`src/rtl/mac_layer_engine_if.sv`:
```
// -----------------------------------------------------------------------------
// mac_layer_engine_if
// Bundles the control handshake and the four memory buses of mac_layer_engine.
//
//   Control : start, relu_en, bias_en (to engine); busy, ready (from engine)
//   Data RAM    : data_addr   -> / <- data_rdata   (1-cycle read latency)
//   Weight ROM  : weight_addr -> / <- weight_rdata (1-cycle read latency)
//   Bias ROM    : bias_addr   -> / <- bias_rdata   (1-cycle read latency)
//   Output RAM  : out_addr, out_data, out_wren (write port)
//
// Modports:
//   slave  - the engine itself
//   master - the surrounding pipeline / memories that drive and consume it
// -----------------------------------------------------------------------------
interface mac_layer_engine_if #(
   parameter int W       = 32,
   parameter int DADDR_W = 8,
   parameter int WADDR_W = 14,
   parameter int OADDR_W = 6
);

   logic               start;
   logic               relu_en;
   logic               bias_en;
   logic               busy;
   logic               ready;

   logic [DADDR_W-1:0] data_addr;
   logic [W-1:0]       data_rdata;
   logic [WADDR_W-1:0] weight_addr;
   logic [W-1:0]       weight_rdata;
   logic [OADDR_W-1:0] bias_addr;
   logic [W-1:0]       bias_rdata;

   logic [OADDR_W-1:0] out_addr;
   logic [W-1:0]       out_data;
   logic               out_wren;

   modport slave (
      input  start, relu_en, bias_en,
      input  data_rdata, weight_rdata, bias_rdata,
      output busy, ready,
      output data_addr, weight_addr, bias_addr,
      output out_addr, out_data, out_wren
   );

   modport master (
      output start, relu_en, bias_en,
      output data_rdata, weight_rdata, bias_rdata,
      input  busy, ready,
      input  data_addr, weight_addr, bias_addr,
      input  out_addr, out_data, out_wren
   );

endinterface

```
`src/rtl/mac_layer_engine.sv`:
```
// -----------------------------------------------------------------------------
// mac_layer_engine
// Fully-connected layer: for each of N_OUT neurons computes
//   out[o] = sat_W( relu?( bias[o] + sum_i ((data[i] * weight[o*N_IN+i]) >>> FRAC_BITS) ) )
// streaming one multiply-accumulate per cycle from 1-cycle-latency memories,
// and writes each saturated result to the output RAM.
//
// Ports:
//   Clk   - clock, rising edge
//   Reset - asynchronous, active-high reset
//   bus   - mac_layer_engine_if.slave: start/relu_en/bias_en in, busy/ready out,
//           data/weight/bias read buses, output RAM write port
// -----------------------------------------------------------------------------
module mac_layer_engine #(
   parameter int W         = 32,
   parameter int FRAC_BITS = 16,
   parameter int ACC_W     = 48,
   parameter int N_IN      = 250,
   parameter int N_OUT     = 60,
   parameter int DADDR_W   = (N_IN > 1) ? $clog2(N_IN) : 1,
   parameter int WADDR_W   = (N_IN * N_OUT > 1) ? $clog2(N_IN * N_OUT) : 1,
   parameter int OADDR_W   = (N_OUT > 1) ? $clog2(N_OUT) : 1
) (
   input logic               Clk,
   input logic               Reset,
   mac_layer_engine_if.slave bus
);

   typedef enum logic [2:0] {
      S_IDLE,
      S_BIAS,
      S_MAC,
      S_DRAIN,
      S_POST,
      S_WRITE,
      S_DONE
   } state_t;

   // Saturation bounds of a W-bit signed result, expressed at accumulator width.
   localparam logic signed [ACC_W-1:0] SAT_MAX = {{(ACC_W-W+1){1'b0}}, {(W-1){1'b1}}};
   localparam logic signed [ACC_W-1:0] SAT_MIN = {{(ACC_W-W+1){1'b1}}, {(W-1){1'b0}}};
   localparam logic [DADDR_W-1:0]      LAST_I  = DADDR_W'(N_IN - 1);
   localparam logic [OADDR_W-1:0]      LAST_O  = OADDR_W'(N_OUT - 1);

   state_t                  state;
   state_t                  state_nxt;

   logic [OADDR_W-1:0]      o_idx;
   logic [DADDR_W-1:0]      data_addr;
   logic [WADDR_W-1:0]      weight_addr;
   logic signed [ACC_W-1:0] acc;
   logic [W-1:0]            out_data;
   logic [OADDR_W-1:0]      out_addr;
   logic                    relu_q;
   logic                    bias_q;

   logic                    out_wren;
   logic                    busy;
   logic                    ready;

   logic signed [2*W-1:0]   prod_full;
   logic signed [ACC_W-1:0] prod;
   logic signed [ACC_W-1:0] relu_acc;
   logic [W-1:0]            sat_val;

   // Full-precision signed product, rescaled to the Q format (floor rounding),
   // then fitted to the accumulator width.
   always_comb begin
      prod_full = $signed(bus.data_rdata) * $signed(bus.weight_rdata);
      prod      = ACC_W'(prod_full >>> FRAC_BITS);
   end

   always_comb begin
      relu_acc = (relu_q && acc[ACC_W-1]) ? '0 : acc;
      if (relu_acc > SAT_MAX) begin
         sat_val = SAT_MAX[W-1:0];
      end else if (relu_acc < SAT_MIN) begin
         sat_val = SAT_MIN[W-1:0];
      end else begin
         sat_val = relu_acc[W-1:0];
      end
   end

   // ---------------------------------------------------------------- state reg
   always_ff @(posedge Clk or posedge Reset) begin
      if (Reset) begin
         state <= S_IDLE;
      end else begin
         state <= state_nxt;
      end
   end

   // --------------------------------------------------------------- next state
   always_comb begin
      // NOTE: default first so every path assigns state_nxt; a path that left it
      // unassigned would make the synthesiser infer a latch.
      state_nxt = state;
      case (state)
         S_IDLE:  if (bus.start) state_nxt = S_BIAS;
         S_BIAS:  state_nxt = S_MAC;
         S_MAC:   if (data_addr == LAST_I) state_nxt = S_DRAIN;
         S_DRAIN: state_nxt = S_POST;
         S_POST:  state_nxt = S_WRITE;
         S_WRITE: state_nxt = (o_idx == LAST_O) ? S_DONE : S_BIAS;
         S_DONE:  state_nxt = S_IDLE;
         default: state_nxt = S_IDLE;
      endcase
   end

   // ------------------------------------------------------------------ outputs
   always_comb begin
      out_wren = (state == S_WRITE);
      busy     = (state != S_IDLE);
      ready    = (state == S_DONE);
   end

   // ----------------------------------------------------------------- datapath
   // Addresses are registered: a value loaded during cycle t is on the bus in
   // t+1 and its memory word arrives in t+2. Loading element 0 in BIAS therefore
   // lands it one cycle after the bias word (whose address is o_idx, already
   // stable through BIAS), so MAC cycle 0 takes the bias and MAC cycle k (k>=1)
   // and DRAIN take element k-1. During MAC the data address equals k.
   always_ff @(posedge Clk or posedge Reset) begin
      if (Reset) begin
         o_idx       <= '0;
         data_addr   <= '0;
         weight_addr <= '0;
         acc         <= '0;
         out_data    <= '0;
         out_addr    <= '0;
         relu_q      <= 1'b0;
         bias_q      <= 1'b0;
      end else begin
         // NOTE: registered state uses non-blocking assignment so every register
         // samples pre-edge values regardless of statement order.
         case (state)
            S_IDLE: begin
               if (bus.start) begin
                  relu_q <= bus.relu_en;
                  bias_q <= bus.bias_en;
                  o_idx  <= '0;
               end
            end
            S_BIAS: begin
               data_addr   <= '0;
               weight_addr <= WADDR_W'(o_idx * N_IN);
            end
            S_MAC: begin
               data_addr   <= data_addr + DADDR_W'(1);
               weight_addr <= weight_addr + WADDR_W'(1);
               if (data_addr == '0) begin
                  acc <= bias_q ? ACC_W'($signed(bus.bias_rdata)) : '0;
               end else begin
                  acc <= acc + prod;
               end
            end
            S_DRAIN: begin
               acc <= acc + prod;
            end
            S_POST: begin
               out_data <= sat_val;
               out_addr <= o_idx;
            end
            S_WRITE: begin
               acc <= '0;
               if (o_idx != LAST_O) begin
                  o_idx <= o_idx + OADDR_W'(1);
               end
            end
            S_DONE: begin
               o_idx <= '0;
            end
            default: ;
         endcase
      end
   end

   assign bus.data_addr   = data_addr;
   assign bus.weight_addr = weight_addr;
   assign bus.bias_addr   = o_idx;
   assign bus.out_addr    = out_addr;
   assign bus.out_data    = out_data;
   assign bus.out_wren    = out_wren;
   assign bus.busy        = busy;
   assign bus.ready       = ready;

endmodule
```
`src/flat_wrapper.sv`:
```
// flat-port wrapper written by rule: the top's interface ports become plain ports
module mac_layer_engine_flat 
#(
   parameter int W         = 32,
   parameter int FRAC_BITS = 16,
   parameter int ACC_W     = 48,
   parameter int N_IN      = 250,
   parameter int N_OUT     = 60,
   parameter int DADDR_W   = (N_IN > 1) ? $clog2(N_IN) : 1,
   parameter int WADDR_W   = (N_IN * N_OUT > 1) ? $clog2(N_IN * N_OUT) : 1,
   parameter int OADDR_W   = (N_OUT > 1) ? $clog2(N_OUT) : 1
)
  (Clk, Reset, bus_start, bus_relu_en, bus_bias_en, bus_data_rdata, bus_weight_rdata, bus_bias_rdata, bus_busy, bus_ready, bus_data_addr, bus_weight_addr, bus_bias_addr, bus_out_addr, bus_out_data, bus_out_wren);
  mac_layer_engine_if #(.W(W), .DADDR_W(DADDR_W), .WADDR_W(WADDR_W), .OADDR_W(OADDR_W)) bus_i ();
  input logic Clk;
  input logic Reset;
  input wire logic [$bits(bus_i.start)-1:0] bus_start;
  input wire logic [$bits(bus_i.relu_en)-1:0] bus_relu_en;
  input wire logic [$bits(bus_i.bias_en)-1:0] bus_bias_en;
  input wire logic [$bits(bus_i.data_rdata)-1:0] bus_data_rdata;
  input wire logic [$bits(bus_i.weight_rdata)-1:0] bus_weight_rdata;
  input wire logic [$bits(bus_i.bias_rdata)-1:0] bus_bias_rdata;
  output wire logic [$bits(bus_i.busy)-1:0] bus_busy;
  output wire logic [$bits(bus_i.ready)-1:0] bus_ready;
  output wire logic [$bits(bus_i.data_addr)-1:0] bus_data_addr;
  output wire logic [$bits(bus_i.weight_addr)-1:0] bus_weight_addr;
  output wire logic [$bits(bus_i.bias_addr)-1:0] bus_bias_addr;
  output wire logic [$bits(bus_i.out_addr)-1:0] bus_out_addr;
  output wire logic [$bits(bus_i.out_data)-1:0] bus_out_data;
  output wire logic [$bits(bus_i.out_wren)-1:0] bus_out_wren;
  assign bus_i.start = bus_start;
  assign bus_i.relu_en = bus_relu_en;
  assign bus_i.bias_en = bus_bias_en;
  assign bus_i.data_rdata = bus_data_rdata;
  assign bus_i.weight_rdata = bus_weight_rdata;
  assign bus_i.bias_rdata = bus_bias_rdata;
  assign bus_busy = bus_i.busy;
  assign bus_ready = bus_i.ready;
  assign bus_data_addr = bus_i.data_addr;
  assign bus_weight_addr = bus_i.weight_addr;
  assign bus_bias_addr = bus_i.bias_addr;
  assign bus_out_addr = bus_i.out_addr;
  assign bus_out_data = bus_i.out_data;
  assign bus_out_wren = bus_i.out_wren;
  mac_layer_engine #(.W(W), .FRAC_BITS(FRAC_BITS), .ACC_W(ACC_W), .N_IN(N_IN), .N_OUT(N_OUT), .DADDR_W(DADDR_W), .WADDR_W(WADDR_W), .OADDR_W(OADDR_W)) u_core (.Clk(Clk), .Reset(Reset), .bus(bus_i));
endmodule
```
`config.mk`:
```
export PLATFORM = sky130hd
export DESIGN_NAME = mac_layer_engine_flat
export DESIGN_NICKNAME = d
export VERILOG_FILES = /design/src/rtl/mac_layer_engine_if.sv /design/src/rtl/mac_layer_engine.sv /design/src/flat_wrapper.sv
export SDC_FILE = /design/constraint.sdc
export NUM_CORES = 2
export LEC_CHECK = 0
export ABC_AREA = 1
export BUFFER_PORTS_ARGS = -buffer_cell sky130_fd_sc_hd__clkbuf_2
export CELL_PAD_IN_SITES_DETAIL_PLACEMENT = 1
export CELL_PAD_IN_SITES_GLOBAL_PLACEMENT = 1
export CORE_MARGIN = 2
export CORE_UTILIZATION = 50
export DETAILED_ROUTE_END_ITERATION = 12
export PLACE_DENSITY_LB_ADDON = 0.1
export SLEW_MARGIN = 20
export SYNTH_ARGS = -nofsm -noshare
export SYNTH_HDL_FRONTEND = slang
export SYNTH_SLANG_ARGS = --single-unit
```
`constraint.sdc`:
```
create_clock -name Clk -period 5.1 [get_ports Clk]
set_input_delay 1.02 -clock Clk [delete_from_list [all_inputs] [get_ports Clk]]
set_output_delay 1.02 -clock Clk [all_outputs]
set_load 0.005 [all_outputs]
```
==> results of run 1 <==
routing by layer:
metal,global-route usage,GRT overflow
met5,0.2801,0
met4,0.7525,66
met3,0.5612,1
met2,0.9201,90
met1,0.7129,5
stage by stage:
step | TNS, ns | hold WS (ns) | worst slack (ns)
after floorplan | -138.71 | 0.4726 | -3.835
after global placement | -200.46 | 0.4701 | -4.900
after detailed placement | -209.09 | 0.4792 | -5.081
after CTS | -166.77 | 0.4929 | -3.972
logic make-up after synthesis:
kind of cell    count (synthesis)
simple gates                 1966
buf+inv                      1919
fa+ha+maj                    1353
compound gates                516
flops                         119
xor+xnor                       56
mux                             3
Yosys cell counts (14+ instances only):
master,count,area share
nor2_1,259,0.021
a21o_1,22,0.0035
a21oi_1,160,0.017
clkbuf_1,218,0.017
a21boi_0,25,0.0040
inv_1,1679,0.13
o21bai_1,14,0.0022
dfrtp_1,119,0.064
or2_2,30,0.0040
xor2_1,41,0.0077
o21ai_0,148,0.016
ha_1,258,0.069
fa_1,1095,0.47
a31oi_1,49,0.0065
o22a_1,29,0.0054
xnor2_1,15,0.0028
nand3_1,107,0.011
nand2_1,1486,0.12
nand4_1,18,0.0024
nor3_1,21,0.0022
what timing repair did:
item	4_1_cts
pin swaps	235
setup buffers	127
resized for setup	714
cloned	5
setup endpoints to repair	48
==> impl_summary.log, run 1 <==
INFO  metric run_status = aborted with a tool error
INFO  metric flow.stopped_at = global routing
INFO  metric tool.error = [ERROR GRT-0232] Routing congestion too high. Check the congestion heatmap in the GUI.
INFO  metric cts_hold_buf = 0
INFO  metric worstEndpointGrtRepair = u_core.acc[46]$_DFFE_PP0P_/D
INFO  metric postSynthAreaPerCell = 7.895 µm²
INFO  metric globalplace.congestion = 0.9539
INFO  metric buffer_ports.inserted = 169
INFO  metric die_width = 310.1 µm
INFO  metric netlist-cell-type-count = 59
INFO  metric cts-root-buf = clkbuf_16
INFO  metric dp_hpwl = 154.9 mm
INFO  metric numCtsBuffers = 17
INFO  metric postSynth.asyncResetShare = 1.000
INFO  metric std_cell_rows = 112
INFO  metric ctsLongestPathBuffers = 2
INFO  metric proportion_of_synthesized_area_in_mux_cells = 0.0007213
INFO  metric cts_max_level = 4
INFO  metric synth.ff_latch_count = 119
INFO  metric post-place-cells = 7943
INFO  metric grt_overflow = 162
INFO  metric worstEndpointType = register input
INFO  metric post_synth_and_or_nand_nor_area_fraction = 0.1675
INFO  metric ioPinCount = 170
INFO  metric synthesis.yosys.warnings = 0
INFO  metric area_fraction_in_compound_gates_after_synthesis = 0.06644
INFO  metric floorplan.initialDensity = 0.5033
INFO  metric grtUsageTotal = 0.7318
INFO  metric post_dp_cell_area = 56230 µm²
INFO  metric synth_top_flop_cell = dfrtp_1
INFO  metric grt_start_max_net_pins = 62
INFO  metric netlist_instances = 5932
INFO  metric synth-edff-count = 0
INFO  metric cts.sink_count = 119
INFO  metric synth-adder-area-share = 0.5370
INFO  metric dieHeight = 310.1 µm
INFO  metric synth.cell_area = 46830 µm²
INFO  metric post_synthesis_net_count = 7386
INFO  metric synth_sequential_area_ratio = 0.06358
INFO  metric synth-xor-area-share = 0.01047
INFO  metric synth_top_family_by_area = adder cells
==> run 2: changes to the inputs <==
- CELL_PAD_IN_SITES_DETAIL_PLACEMENT: 1 -> default
- CELL_PAD_IN_SITES_GLOBAL_PLACEMENT: 1 -> default
- CORE_UTILIZATION: 50 -> 40
- PLACE_DENSITY_LB_ADDON: 0.1 -> 0.15
==> run 2 against run 1 <==
  * The flow now finishes, with violations (negative setup slack)
  * Synthesized area unchanged
  * Synthesized cell count unchanged
==> impl_summary.log, run 2 <==
INFO  metric design.die.area = 119800 µm²
INFO  metric worst_path_fanout_max = 11
INFO  metric numCtsBuffers = 17 (unchanged)
INFO  metric vias_in_the_first_global_route = 43640
INFO  metric routed_wl = 153.2 mm
INFO  metric grt_start_max_net_pins = 70
INFO  metric cts_max_level = 4 (unchanged)
INFO  metric dp_hpwl = 126.9 mm (-18%)
INFO  metric cts.sink_count = 119 (unchanged)
INFO  metric synthDominantAreaCellType = fa_1
INFO  metric routed_via_density = 4.865
INFO  metric die_width = 346.2 µm (+12%)
INFO  metric layout_commonest_cell = inv_1
INFO  metric crit_start = bus_data_rdata[31]
INFO  metric worst_r2r_path_depth = 20
INFO  metric max_cap_viol = 0
INFO  metric ff_latch_area = 2978 µm²
INFO  metric average_routed_wire_per_standard_cell = 18.16 µm
INFO  metric globalplace.congestion = 0.9461 (-0.82%)
INFO  metric top_regs = u_core.acc (48), u_core.bus.out_data (32), u_core.bus.weight_addr (14)
INFO  metric grtUsageTotal = 0.2594
INFO  metric synth_top_flop_cell = dfrtp_1
INFO  metric clkLatencyLatePin = 0.45 ns
INFO  metric worst_path_largest_cell_delay = 0.62 ns
INFO  metric ioPinCount = 170 (unchanged)
INFO  metric synth.top_cells.by_area = fa_1 47%, inv_1 13%, nand2_1 12%
INFO  metric synth-edff-count = 0 (unchanged)
INFO  metric netlist-cell-type-count = 59 (unchanged)
INFO  metric transition_time_of_the_tightest_slew_check_pin = 0.9868 ns
INFO  metric setup-tns-final = -163.22 ns
INFO  metric cts_hold_buf = 0 (unchanged)
INFO  metric design.final.nets = 8354
INFO  metric worst_setup_path_end_kind = register
INFO  metric cts.clk_slew.worst_paths = 0.05 ns
INFO  metric final.period_utilization = 1.762
INFO  metric final_antenna_net_count = 0
INFO  metric synth.ff_latch_count = 119 (unchanged)
INFO  metric cts-root-buf = clkbuf_16
INFO  metric max-slew-margin-rel = 0.3421
INFO  metric achievable-frequency = 111.3 MHz
INFO  metric postSynthAreaPerCell = 7.895 µm² (unchanged)
INFO  metric crit-reg2reg-launch = u_core.bus.bias_addr[2]
INFO  metric std_cell_rows = 125 (+12%)
INFO  metric min-delay-start = u_core.bus.out_addr[3]
INFO  metric synth.cell_area = 46830 µm² (unchanged)
INFO  metric drc = 0
INFO  metric floorplan.initialDensity = 0.4030 (-0.1003)
INFO  metric grt_overflow = 0
INFO  metric yosysMostFrequentCell = inv_1
INFO  metric ctsLongestPathBuffers = 2 (unchanged)
INFO  metric crit_family = adder cells
INFO  metric area_growth = 36.16%
INFO  metric area_of_combinational_cells_with_multiple_inputs = 41120 µm²
INFO  metric firstDrtPassIters = 6
INFO  metric grt_first_pass_wirelength = 244.5 mm
INFO  metric final_setup_fails = 48
INFO  metric timing.final.crit_period = 8.986 ns
INFO  metric timing.critical_path.buf_inv = 13
INFO  metric synth_largest_type_area_fraction = 0.4681 (unchanged)
INFO  metric final.setup.worst_slack = -3.886 ns
INFO  metric drive_gt1_frac = 0.3046
INFO  metric timing.critical_path.required = 5.44 ns
INFO  metric critical_path_cell_count = 45
INFO  metric buffer_ports.inserted = 169 (unchanged)
INFO  metric register_with_the_most_flip_flops = u_core.acc
INFO  metric netlist_instances = 5932 (unchanged)
INFO  metric run_status = finished, violations left
INFO  metric antenna_cells_inserted = 0
INFO  metric timing.critical_path.slowest_stage_cell = fa_2
INFO  metric vias = 41040
INFO  metric violations = negative setup slack
INFO  metric dp_worst_setup_slack = -4.834 ns (+0.2469 ns)
INFO  metric crit_type = in2reg
INFO  metric hold_path.class = reg2reg
INFO  metric synthesis.yosys.warnings = 0 (unchanged)
INFO  metric dieHeight = 346.2 µm (+12%)
INFO  metric rrSetupSlack = 0.98 ns
INFO  metric slew_violations = 0
INFO  metric initial_antenna_violation_count = 0
INFO  metric netlist_top_cells_count = 1679 x inv_1, 1486 x nand2_1, 1095 x fa_1
INFO  metric hold_depth = 2
INFO  metric crit_path_start_kind = primary input
INFO  metric largest_register_ff_count = 48
INFO  metric grt_setup_unrepaired = yes
INFO  metric synth_sequential_area_ratio = 0.06358 (unchanged)
INFO  metric drt-initial-drc-count = 2369
INFO  metric fin_worst_skew = 0.01876 ns
INFO  metric tritoncts = yes
INFO  metric post_synthesis_net_count = 7386 (unchanged)
INFO  metric hold_viol = 0
INFO  metric postSynth.asyncResetShare = 1.000 (unchanged)
INFO  metric cp.arrival = 9.32 ns
INFO  metric filler_cell_count = 10620
INFO  metric core_area = 116200 µm²
INFO  metric most-common-layout-cells = 1570 x inv_1, 1321 x nand2_1, 1014 x fa_1, 778 x buf_4, 177 x ha_1
INFO  metric critical_path.most_common_cell = nand2_1
## run 2: cell counts after synthesis
Identical to the previous run, type by type.
## run 2: cell type report
class,instances,share of cell area
Clock buffer,20,0.007319
Clock inverter,12,0.002198
Tap cell,1524,0.02990
Sequential cell,119,0.04670
Timing Repair Buffer,1178,0.1692
Multi-Input combinational cell,3894,0.6448
Inverter,1690,0.09983
## run 2: logic make-up (layout without fill, tap and decap cells)
group                    Yosys count  after routing  synth area share
AND/OR/NAND/NOR                 1966           1966            0.1675
flip-flops                       119            119           0.06358
buffers and inverters           1919           2900            0.1543
adder cells (fa/ha/maj)         1353           1353            0.5370
AO/OA/AOI/OAI                    516            516           0.06644
multiplexers                       3              3         0.0007213
XOR/XNOR                          56             56           0.01047
## run 2: timing repair
action                                  4_1_cts  5_1_grt
cloned                                       12        4
pin swaps                                   296      307
setup buffers                               121       90
resized for setup                           615      537
endpoints found under the setup margin       48       48
## run 2: worst paths after layout
check                                        endpoint
setup reg to reg           u_core.bus.weight_addr[13]
setup / recovery                       u_core.acc[47]
min in group asynchronous     u_core.bus.data_addr[0]
hold reg to reg                u_core.bus.out_addr[3]
hold / removal                 u_core.bus.out_addr[3]
max in group asynchronous   u_core.bus.weight_addr[6]
## run 2: metrics by stage
stage            util  hold WS [ns]  cells  area [µm²]
3_3_place_gp   0.4862        0.4684   8204       56500
4_1_cts        0.5262        0.4934   8361       61140
5_1_grt        0.5487        0.5170   8437       63770
3_5_place_dp   0.4862        0.4738   8204       56500
6_report       0.5487        0.4885   8437       63770
2_1_floorplan       -        0.4726   5932       48010
## run 2: routing by layer
metal | part of all wire | global-route usage | vias to the layer above
met4 | 0.027 | 0.05445 | 0
met2 | 0.48 | 0.4406 | 975
li1 | - | - | 19070
met3 | 0.048 | 0.01826 | 179
met1 | 0.44 | 0.3653 | 20820
met5 | 0 | 0 | -
## run 2: worst reg2reg max path: stages, from the launching register on
cell	delay, ns
dfrtp_1	0.48
inv_1	0.20
fa_1	0.51
inv_1	0.07
ha_1	0.27
inv_1	0.05
fa_1	0.44
inv_1	0.07
ha_1	0.17
inv_1	0.06
fa_1	0.46
o21ai_0	0.33
nand2_1	0.08
nand2_1	0.07
nand2_1	0.06
a21boi_0	0.22
o21a_1	0.14
nor2_1	0.04
xor2_1	0.12
nand2_1	0.07
a22oi_1	0.13
Power of run 2 is left out: the tool's default activity adds up to more than one toggle a clock period on the data nets, which glitch-free logic cannot reach.
